[src/rtl/pic_pkg.sv]
// pic_pkg: shared register map, command opcodes, control bits, FSM states and priority helpers
package pic_pkg;
  localparam logic [1:0] ADDR_CTRL  = 2'd0;
  localparam logic [1:0] ADDR_VBASE = 2'd1;
  localparam logic [1:0] ADDR_IMR   = 2'd2;
  localparam logic [1:0] ADDR_CMD   = 2'd3;
  localparam logic [1:0] CMD_NSEOI  = 2'b01;
  localparam logic [1:0] CMD_SEOI   = 2'b10;
  localparam logic [1:0] CMD_SETPRI = 2'b11;
  localparam int CTRL_LTIM = 0;
  localparam int CTRL_AEOI = 1;
  localparam int CTRL_ROT  = 2;
  typedef enum logic {IDLE, ACK1} state_t;
  function automatic int prio_base(input logic rot, input int last_id, input int n);
    return rot ? (last_id + 1) % n : 0;
  endfunction
  function automatic int prio_rank(input int id, input int base, input int n);
    return (id - base + n) % n;
  endfunction
endpackage

[src/rtl/pic_prio_resolver.sv]
// pic_prio_resolver: highest-priority set bit of req and of isr under nested or rotating order
module pic_prio_resolver
  import pic_pkg::*;
#(
  parameter int N_IRQ = 8,
  parameter int ID_W  = $clog2(N_IRQ)
) (
  input  logic [N_IRQ-1:0] req,
  input  logic [N_IRQ-1:0] isr,
  input  logic             rot,
  input  logic [ID_W-1:0]  last_id,
  output logic             found,
  output logic [ID_W-1:0]  id,
  output logic             isr_any,
  output logic [ID_W-1:0]  isr_top_id
);
  int base;
  logic [ID_W-1:0] ord [N_IRQ];
  assign base = prio_base(rot, int'(last_id), N_IRQ);
  for (genvar g = 0; g < N_IRQ; g++) begin : g_ord
    assign ord[g] = ID_W'((base + g) % N_IRQ);
  end
  always_comb begin
    found = 1'b0;
    id = '0;
    isr_any = 1'b0;
    isr_top_id = '0;
    for (int k = N_IRQ - 1; k >= 0; k--) begin
      if (req[ord[k]]) begin
        found = 1'b1;
        id = ord[k];
      end
      if (isr[ord[k]]) begin
        isr_any = 1'b1;
        isr_top_id = ord[k];
      end
    end
  end
endmodule

[src/rtl/pic_sync_core.sv]
// pic_sync_core: clocked 8259-style interrupt controller with nested/rotating priority and two-pulse ack
module pic_sync_core
  import pic_pkg::*;
#(
  parameter  int N_IRQ = 8,
  parameter  int VEC_W = 8,
  localparam int ID_W  = $clog2(N_IRQ)
) (
  input  logic             clk,
  input  logic             rst,
  input  logic [N_IRQ-1:0] irq,
  input  logic             wr_en,
  input  logic [1:0]       wr_addr,
  input  logic [VEC_W-1:0] wr_data,
  input  logic             inta,
  output logic             intr,
  output logic [VEC_W-1:0] vector,
  output logic             vector_valid,
  output logic [N_IRQ-1:0] irr_o,
  output logic [N_IRQ-1:0] isr_o
);
  logic [N_IRQ-1:0] irq_q, irr_q, irr_d, isr_q, isr_d, imr_q, imr_d, cand_req;
  logic [2:0] ctrl_q, ctrl_d;
  logic [VEC_W-1:0] vbase_q, vbase_d, vector_q, vector_d;
  logic [ID_W-1:0] last_id_q, last_id_d, cur_id_q, cur_id_d;
  logic [ID_W-1:0] cand_id, isr_top, eoi_id, ack_id, wr_idx;
  logic spur_q, spur_d, intr_q, intr_d, vvalid_q, vvalid_d;
  logic cand_found, isr_any, eoi_any, ack_any, rot, cmd_wr, idx_ok, ack1, ack2;
  state_t state_q, state_d;
  int base;
  assign rot = ctrl_q[CTRL_ROT];
  assign cand_req = irr_q & ~imr_q;
  assign base = prio_base(rot, int'(last_id_q), N_IRQ);
  assign cmd_wr = wr_en && wr_addr == ADDR_CMD;
  assign wr_idx = wr_data[ID_W-1:0];
  assign idx_ok = int'(wr_idx) < N_IRQ;
  assign ack1 = state_q == IDLE && inta;
  assign ack2 = state_q == ACK1 && inta;
  pic_prio_resolver #(.N_IRQ(N_IRQ), .ID_W(ID_W)) u_cand (
    .req(cand_req), .isr(isr_q), .rot(rot), .last_id(last_id_q),
    .found(cand_found), .id(cand_id), .isr_any(isr_any), .isr_top_id(isr_top)
  );
  pic_prio_resolver #(.N_IRQ(N_IRQ), .ID_W(ID_W)) u_isr (
    .req(isr_q), .isr(cand_req), .rot(rot), .last_id(last_id_q),
    .found(eoi_any), .id(eoi_id), .isr_any(ack_any), .isr_top_id(ack_id)
  );
  always_comb begin
    irr_d = ctrl_q[CTRL_LTIM] ? irq
          : (irr_q & ~((ack1 && ack_any) ? N_IRQ'(1) << ack_id : '0)) | (irq & ~irq_q);
    isr_d = isr_q;
    last_id_d = last_id_q;
    if (cmd_wr && wr_data[7:6] == CMD_NSEOI && eoi_any) begin
      isr_d[eoi_id] = 1'b0;
      last_id_d = rot ? eoi_id : last_id_q;
    end
    if (cmd_wr && wr_data[7:6] == CMD_SEOI && idx_ok) isr_d[wr_idx] = 1'b0;
    if (cmd_wr && wr_data[7:6] == CMD_SETPRI && idx_ok) last_id_d = wr_idx;
    if (ack1 && ack_any) isr_d[ack_id] = 1'b1;
    if (ack2 && ctrl_q[CTRL_AEOI] && !spur_q) begin
      isr_d[cur_id_q] = 1'b0;
      last_id_d = rot ? cur_id_q : last_id_d;
    end
    state_d = ack1 ? ACK1 : ack2 ? IDLE : state_q;
    cur_id_d = ack1 ? (ack_any ? ack_id : ID_W'(N_IRQ - 1)) : cur_id_q;
    spur_d = ack1 ? !ack_any : spur_q;
    vector_d = ack2 ? vbase_q + VEC_W'(cur_id_q) : vector_q;
    vvalid_d = ack2;
    intr_d = cand_found && state_d == IDLE
          && (!isr_any || prio_rank(int'(cand_id), base, N_IRQ) < prio_rank(int'(isr_top), base, N_IRQ));
    ctrl_d = (wr_en && wr_addr == ADDR_CTRL) ? wr_data[2:0] : ctrl_q;
    vbase_d = (wr_en && wr_addr == ADDR_VBASE) ? wr_data : vbase_q;
    imr_d = (wr_en && wr_addr == ADDR_IMR) ? N_IRQ'(wr_data) : imr_q;
  end
  always_ff @(posedge clk) begin
    if (rst) begin
      irq_q <= '0;
      irr_q <= '0;
      isr_q <= '0;
      imr_q <= '0;
      ctrl_q <= '0;
      vbase_q <= '0;
      last_id_q <= ID_W'(N_IRQ - 1);
      cur_id_q <= '0;
      spur_q <= 1'b0;
      state_q <= IDLE;
      intr_q <= 1'b0;
      vector_q <= '0;
      vvalid_q <= 1'b0;
    end else begin
      irq_q <= irq;
      irr_q <= irr_d;
      isr_q <= isr_d;
      imr_q <= imr_d;
      ctrl_q <= ctrl_d;
      vbase_q <= vbase_d;
      last_id_q <= last_id_d;
      cur_id_q <= cur_id_d;
      spur_q <= spur_d;
      state_q <= state_d;
      intr_q <= intr_d;
      vector_q <= vector_d;
      vvalid_q <= vvalid_d;
    end
  end
  assign intr = intr_q;
  assign vector = vector_q;
  assign vector_valid = vvalid_q;
  assign irr_o = irr_q;
  assign isr_o = isr_q;
endmodule
[config.mk]
export PLATFORM = sky130hd
export DESIGN_NAME = pic_sync_core
export DESIGN_NICKNAME = d
export VERILOG_FILES = /design/src/rtl/pic_pkg.sv /design/src/rtl/pic_prio_resolver.sv /design/src/rtl/pic_sync_core.sv
export SDC_FILE = /design/constraint.sdc
export NUM_CORES = 1
export LEC_CHECK = 0
export CORE_UTILIZATION = 40
export CTS_CLUSTER_SIZE = 25
export DETAILED_ROUTE_END_ITERATION = 6
export DONT_BUFFER_PORTS = 1
export PLACE_DENSITY = 0.56
export SYNTH_ARGS = -nofsm -noshare
export SYNTH_HDL_FRONTEND = slang
export SYNTH_SLANG_ARGS = --single-unit
export TNS_END_PERCENT = 10
[constraint.sdc]
create_clock -name clk -period 11.9 [get_ports clk]
set_input_delay 1.19 -clock clk [delete_from_list [all_inputs] [get_ports clk]]
set_output_delay 1.19 -clock clk [all_outputs]
set_load 0.02 [all_outputs]
==> results of run 1 <==
==> metrics by stage <==
step	instances	total power [mW]	hold WS (ns)	utilization, %	instance area, µm²
finish	686	0.680	0.477	44.6	5160
global route	686	0.709	0.504	44.6	5160
CTS	686	0.682	0.482	44.6	5160
detailed placement	670	0.409	0.468	41.9	4850
global placement	670	0.409	0.461	41.9	4850
floorplan	558	0.370	0.454	-	4810
==> where the power goes <==
part | internal [mW] | switching (mW) | total, mW
Sequential | 0.218 | 0.0284 | 0.246
Combinational | 0.0672 | 0.0953 | 0.163
Clock | 0.182 | 0.0887 | 0.271
Total | 0.467 | 0.212 | 0.680
==> logic make-up after synthesis <==
group	after synthesis	share of synthesized area, %
and+or+nand+nor	204	22.3
AOI/OAI and AO/OA	158	23.5
muxes	63	17.2
DFF	61	25.4
buffers and inverters	44	4.11
xor gates and xnor gates	16	3.82
adders and majority gates	12	3.59
==> worst min-delay path: cells and delay by family (launching register included) <==
| kind | cells | cell delay, ns |
|---|---|---|
| AO/OA/AOI/OAI | 1 | 0.10 |
| flip-flops | 1 | 0.29 |
| AND/OR/NAND/NOR | 1 | 0.05 |
==> synthesized netlist by cell type, types with 3 or more instances <==
master	count
and3_1	5
a21o_1	6
a31o_2	4
nand3_1	17
nand3b_1	6
fa_1	3
nor4bb_1	3
nor3b_1	3
a221oi_1	4
o22ai_1	11
ha_1	9
nor2b_1	22
nor2_1	57
nand2_1	36
and2_1	5
nor4_1	3
nand4_1	3
mux4_2	15
inv_2	3
inv_1	9
and3b_1	3
buf_2	8
buf_6	3
clkbuf_1	18
mux2i_1	39
buf_1	3
xnor2_1	8
a32o_1	6
a211oi_1	14
dfxtp_1	61
nand2b_1	13
o211ai_1	14
a21oi_1	21
mux2_2	9
xor2_1	4
o31a_1	3
or3_1	3
o31ai_1	3
a21boi_0	8
nor3_1	11
o221ai_1	3
o21ai_0	26
a31oi_1	7
==> metal layers <==
| metal | GRT usage, % | vias to the layer above | wire length, µm |
|---|---|---|---|
| met5 | 0 | - | 0 |
| met2 | 35.7 | 257 | 6510 |
| met3 | 4.52 | 33 | 1290 |
| li1 | - | 2085 | - |
| met4 | 11.7 | 0 | 418 |
| met1 | 32.7 | 2135 | 6510 |
==> cell usage in the layout (no fill, tap or decap), types with 11 or more instances in the layout <==
master and count:
a211oi_1 14, o211ai_1 14, nand2_1 36, o22ai_1 11, o21ai_0 26, nand3_1 17
mux2i_1 39, nand2b_1 13, a21oi_1 21, nor2_1 57, mux4_2 15, nor3_1 11
nor2b_1 22, dfxtp_1 61
==> registers in the layout (all words and copies together) (netlist names) <==
register	cells
irq_q	8
spur_q	1
vector_valid	1
intr	1
cur_id_q	3
isr_o	8
irr_o	8
vector	8
ctrl_q	3
vbase_q	8
imr_q	8
state_q	1
last_id_q	3
==> layout make-up <==
class / instances / area share [%]
well taps: 143 / 3.47
repair buffers: 1 / 0.146
clock buffers: 11 / 4.51
inverters: 12 / 0.874
clock inverters: 5 / 1.46
flip-flops and latches: 61 / 23.7
multi-input cells: 453 / 65.9
==> worst max path at each step <==
stage | to | startpoint
4_1_cts | intr | last_id_q[0]
2_1_floorplan | intr | last_id_q[1]
6_report | intr | last_id_q[0]
5_1_grt | intr | last_id_q[0]
3_3_place_gp | intr | last_id_q[0]
3_5_place_dp | intr | last_id_q[0]
==> results.toml, run 1 <==
[run_status]
violations = "DRC"
status = "complete, but fails checks"

[routing]
vias = 4510
ant_nets = 0
drt_first_iter_violations = 397
viasPerCell = 6.57
dr.pass1.iters = 7
route.detailed.drc = 2
wl_um = 14700
wire_per_inst_um = 21.5

[grt]
grt_pass1_wl_um = 23300
grt_max_degree = 55
grtUsageTotal_pct = 23.8
antenna_found_initial = 0
grt_pass1_vias = 4226
grt_overflow_total = 0

[power]
ir_drop_mv = 0.114
p_leak_nw = 1.98
p_per_area_nw_per_um2 = 132

[critical_path]
worstPathRequired_ns = 12.14
cp_top_family = "compound AO/OA/AOI/OAI gates"
worstPathCellList = "ha_1, xnor2_1, xnor2_1, nand2_1, o21ai_0, o21ai_0, a21boi_0, o211ai_1, ha_1, inv_1, fa_1, ha_1, a21boi_0, o21ai_0, a31oi_1, o22ai_1, nor4bb_1"
critPathLaunchType = "flop"
endpoint_kind = "flop"
slowest_delay_ns = 0.80
reg2reg_setup_slack_ns = 6.41
critPathBufInv = 1
cp_max_fo = 20
critical_path_class = "flop to flop"
worst_path_max_delay_cell = "dfxtp_1"
reg2reg_to = "intr"
cp.depth = 17
timing.rr.start = "last_id_q[0]"
worstPathArrival_ns = 5.73
reg2regPathDepth = 17

[sta]
min_period_ns = 5.49
clock.fmax_mhz = 182
slew_headroom_pct = 36.1
setup_viol = 0
period_share_pct = 46.1
setup_ws_ns = 6.41
hold_violations = 0
final_max_slew_viol_count = 0
rsz0062_at_grt = "false"
finClkSkew_ns = 0.00317
tightest_slew_ns = 0.957
tns_ns = 0

[cells_and_area]
fill_cells = 1117
nets = 572
syn2layout_area_growth_pct = 7.09
drive_gt1_share_pct = 10.7
antennaDiodeCount = 0
seqCellArea_um2 = 1220
multi_input_area_um2 = 3400

[cts]
cts.sinks = 61
clk_latency_ns = 0.33
cts_hold_buffers = 0
cts_resized = 0
cts_root_buf = "clkbuf_16"
cts_tree = "yes"
clkTransAtPathRegs_ns = 0.05
post_cts_buffers = 0
cts_inserted_buffers = 9
clock_path_buffers = 2
cts_max_level = 3

[floorplanning]
die-area_um2 = 12500
die_h_um = 112
fp.dieW_um = 112
pin_count = 48
start_util_pct = 41.6
coreArea_um2 = 11600
rows = 39

[synth]
yosysTopAreaCellShare_pct = 25.4
syn_area_per_cell_um2 = 8.63
async_flop_share_pct = 0
synth-seq-cells = 61
synth_top_flop_cell = "dfxtp_1"
syn-cell-area_um2 = 4810
synth_edf_count = 0
yosys_warnings = 0
synth_seq_area_share_pct = 25.4
yosys.area.top_type = "dfxtp_1"
synthTopCellsByArea = "dfxtp_1, mux2i_1, mux4_2"
ys_types = 79
syn_inst = 558
synth_nets = 592

[place]
gp_congestion = 0.900
io_buffers = 0
hpwl_um = 10800
dp_slack_ns = 6.54

[worst_hold_path]
hp-class = "flop to flop"
min_from = "irq_q[7]"
hold-path-endpoint = "irr_o[7]"
hold-path-cell-count = 2

[flow_run]
cap_viol_max_count = 0
Note: power is estimated with default switching activity, not from simulation.
==> run 2: changes to the inputs <==
==> constraint.sdc (replaced) <==
create_clock -name clk -period 5.6 [get_ports clk]
set_input_delay 0.56 -clock clk [delete_from_list [all_inputs] [get_ports clk]]
set_output_delay 0.56 -clock clk [all_outputs]
set_load 0.02 [all_outputs]
==> results.toml, run 2 (synthesized netlist as in run 1, its figures left out) <==
[grt]
antenna_found_initial = 0
grt_max_degree = 55
grt_pass1_wl_um = 22800
grt_overflow_total = 0
grtUsageTotal_pct = 23.3
grt_pass1_vias = 4198

[critical_path]
reg2reg_setup_slack_ns = 0.89
critical_path_class = "flop to flop"
worstPathArrival_ns = 4.95
cp_max_fo = 20
timing.rr.start = "last_id_q[0]"
critPathLaunchType = "flop"
reg2regPathDepth = 19
worstPathRequired_ns = 5.84
reg2reg_to = "intr"
endpoint_kind = "flop"

[cts]
clock_path_buffers = 2
cts_inserted_buffers = 9
cts_tree = "yes"
cts_root_buf = "clkbuf_16"
cts_hold_buffers = 0
cts.sinks = 61
cts_resized = 0
clk_latency_ns = 0.33
clkTransAtPathRegs_ns = 0.05
post_cts_buffers = 0
cts_max_level = 3

[worst_hold_path]
hold-path-endpoint = "imr_q[4]"
min_from = "rst"
hp-class = "input port to flop"
hold-path-cell-count = 1

[routing]
vias = 4541
dr.pass1.iters = 7
ant_nets = 0
drt_first_iter_violations = 461
route.detailed.drc = 2
wire_per_inst_um = 20.7
wl_um = 14300
viasPerCell = 6.57

[place]
numPlacedInstances = 675
gp_congestion = 0.897
hpwl_um = 10800
io_buffers = 0

[sta]
clock.fmax_mhz = 212
tns_ns = 0
final_max_slew_viol_count = 0
period_share_pct = 84.2
hold_violations = 0
holdWs_ns = 0.296
setup_viol = 0
slew_headroom_pct = 33.2
min_period_ns = 4.71
finClkSkew_ns = 0.00437
tightest_slew_ns = 1.00
rsz0062_at_grt = "false"

[floorplanning]
pin_count = 48
die-area_um2 = 12500
start_util_pct = 41.6
coreArea_um2 = 11600
rows = 39
die_h_um = 112
fp.dieW_um = 112

[cells_and_area]
final_cells = 691
nets = 577
antennaDiodeCount = 0
final_common_cell = "dfxtp_1"
drive_gt1_share_pct = 11.5
syn2layout_area_growth_pct = 8.29
final_cell_mix = "dfxtp_1, nor2_1, mux2i_1"

[power]
power_frac_comb_pct = 24.4
p_sw_share_pct = 30.7
cellInternalPower_mw = 1.03
clock_power_share_pct = 40.5
p_seq_share_pct = 35.0
ir_drop_mv = 0.253
p_per_area_nw_per_um2 = 285
p_sw_mw = 0.456
p_leak_nw = 2.00

[run_status]
status = "complete, but fails checks"
violations = "DRC"

[flow_run]
cap_viol_max_count = 0
==> run 2: changes by cell type in the layout (fill, tap and decap cells not counted), sizes merged <==
cell      delta
buf          +5
clkinv       -3
clkbuf       +2
clkinvlp     +1
==> run 2: worst max-delay path, stage by stage, from the launching register on <==
cell and delay, ns:
dfxtp_1 0.52, ha_1 0.39, and2_1 0.20, buf_4 0.18, inv_2 0.32, a211oi_1 0.16
mux2i_1 0.33, o2bb2a_1 0.33, a22o_1 0.21, a31oi_1 0.19, a31oi_1 0.07, buf_4 0.21
fa_1 0.50, inv_1 0.04, ha_1 0.25, a21boi_0 0.12, o21ai_0 0.15, a31oi_1 0.06
o22ai_1 0.12, nor4bb_1 0.26
==> run 2: routing by layer <==
| metal | vias to the layer above | part of all wire [%] | global-route usage (%) |
|---|---|---|---|
| met5 | - | 0 | 0 |
| met4 | 0 | 3.2 | 11.4 |
| met3 | 33 | 8.9 | 4.35 |
| met2 | 271 | 45 | 35.7 |
| met1 | 2130 | 43 | 31.5 |
| li1 | 2107 | - | - |
==> run 2: layout make-up <==
cell class,count,area [µm²]
clock buffer,13,260
multi-input combinational,453,3400
fill,1091,6350
sequential,61,1220
clock inverter,3,67.6
timing repair buffer,6,45.0
tap,143,179
inverter,12,45.0
==> run 2: through the flow <==
stage	instance area, µm²	utilization, %	worst slack (ns)	power, mW
after floorplan	4810	-	1.37	0.787
after global placement	4890	42.2	1.05	0.881
after detailed placement	4890	42.2	1.00	0.880
after CTS	5210	45.1	0.967	1.49
after global routing	5210	45.1	0.558	1.55
final	5210	45.1	0.887	1.48
==> run 2: worst max-delay path by stage <==
stage | start | to | cells past startpoint | slack [ns]
2_1_floorplan | last_id_q[1] | intr | 18 | 1.37
3_3_place_gp | last_id_q[0] | intr | 17 | 1.05
3_5_place_dp | last_id_q[0] | intr | 19 | 1.00
4_1_cts | last_id_q[0] | intr | 19 | 0.97
5_1_grt | last_id_q[0] | intr | 19 | 0.56
6_report | last_id_q[0] | intr | 19 | 0.89
==> run 2: power groups by stage <==
stage | logic, mW | clock network, mW | registers [mW]
detailed placement | 0.351 | 0 | 0.529
CTS | 0.354 | 0.614 | 0.520
global placement | 0.352 | 0 | 0.529
floorplan | 0.273 | 0 | 0.513
finish | 0.363 | 0.601 | 0.520
global route | 0.394 | 0.631 | 0.525
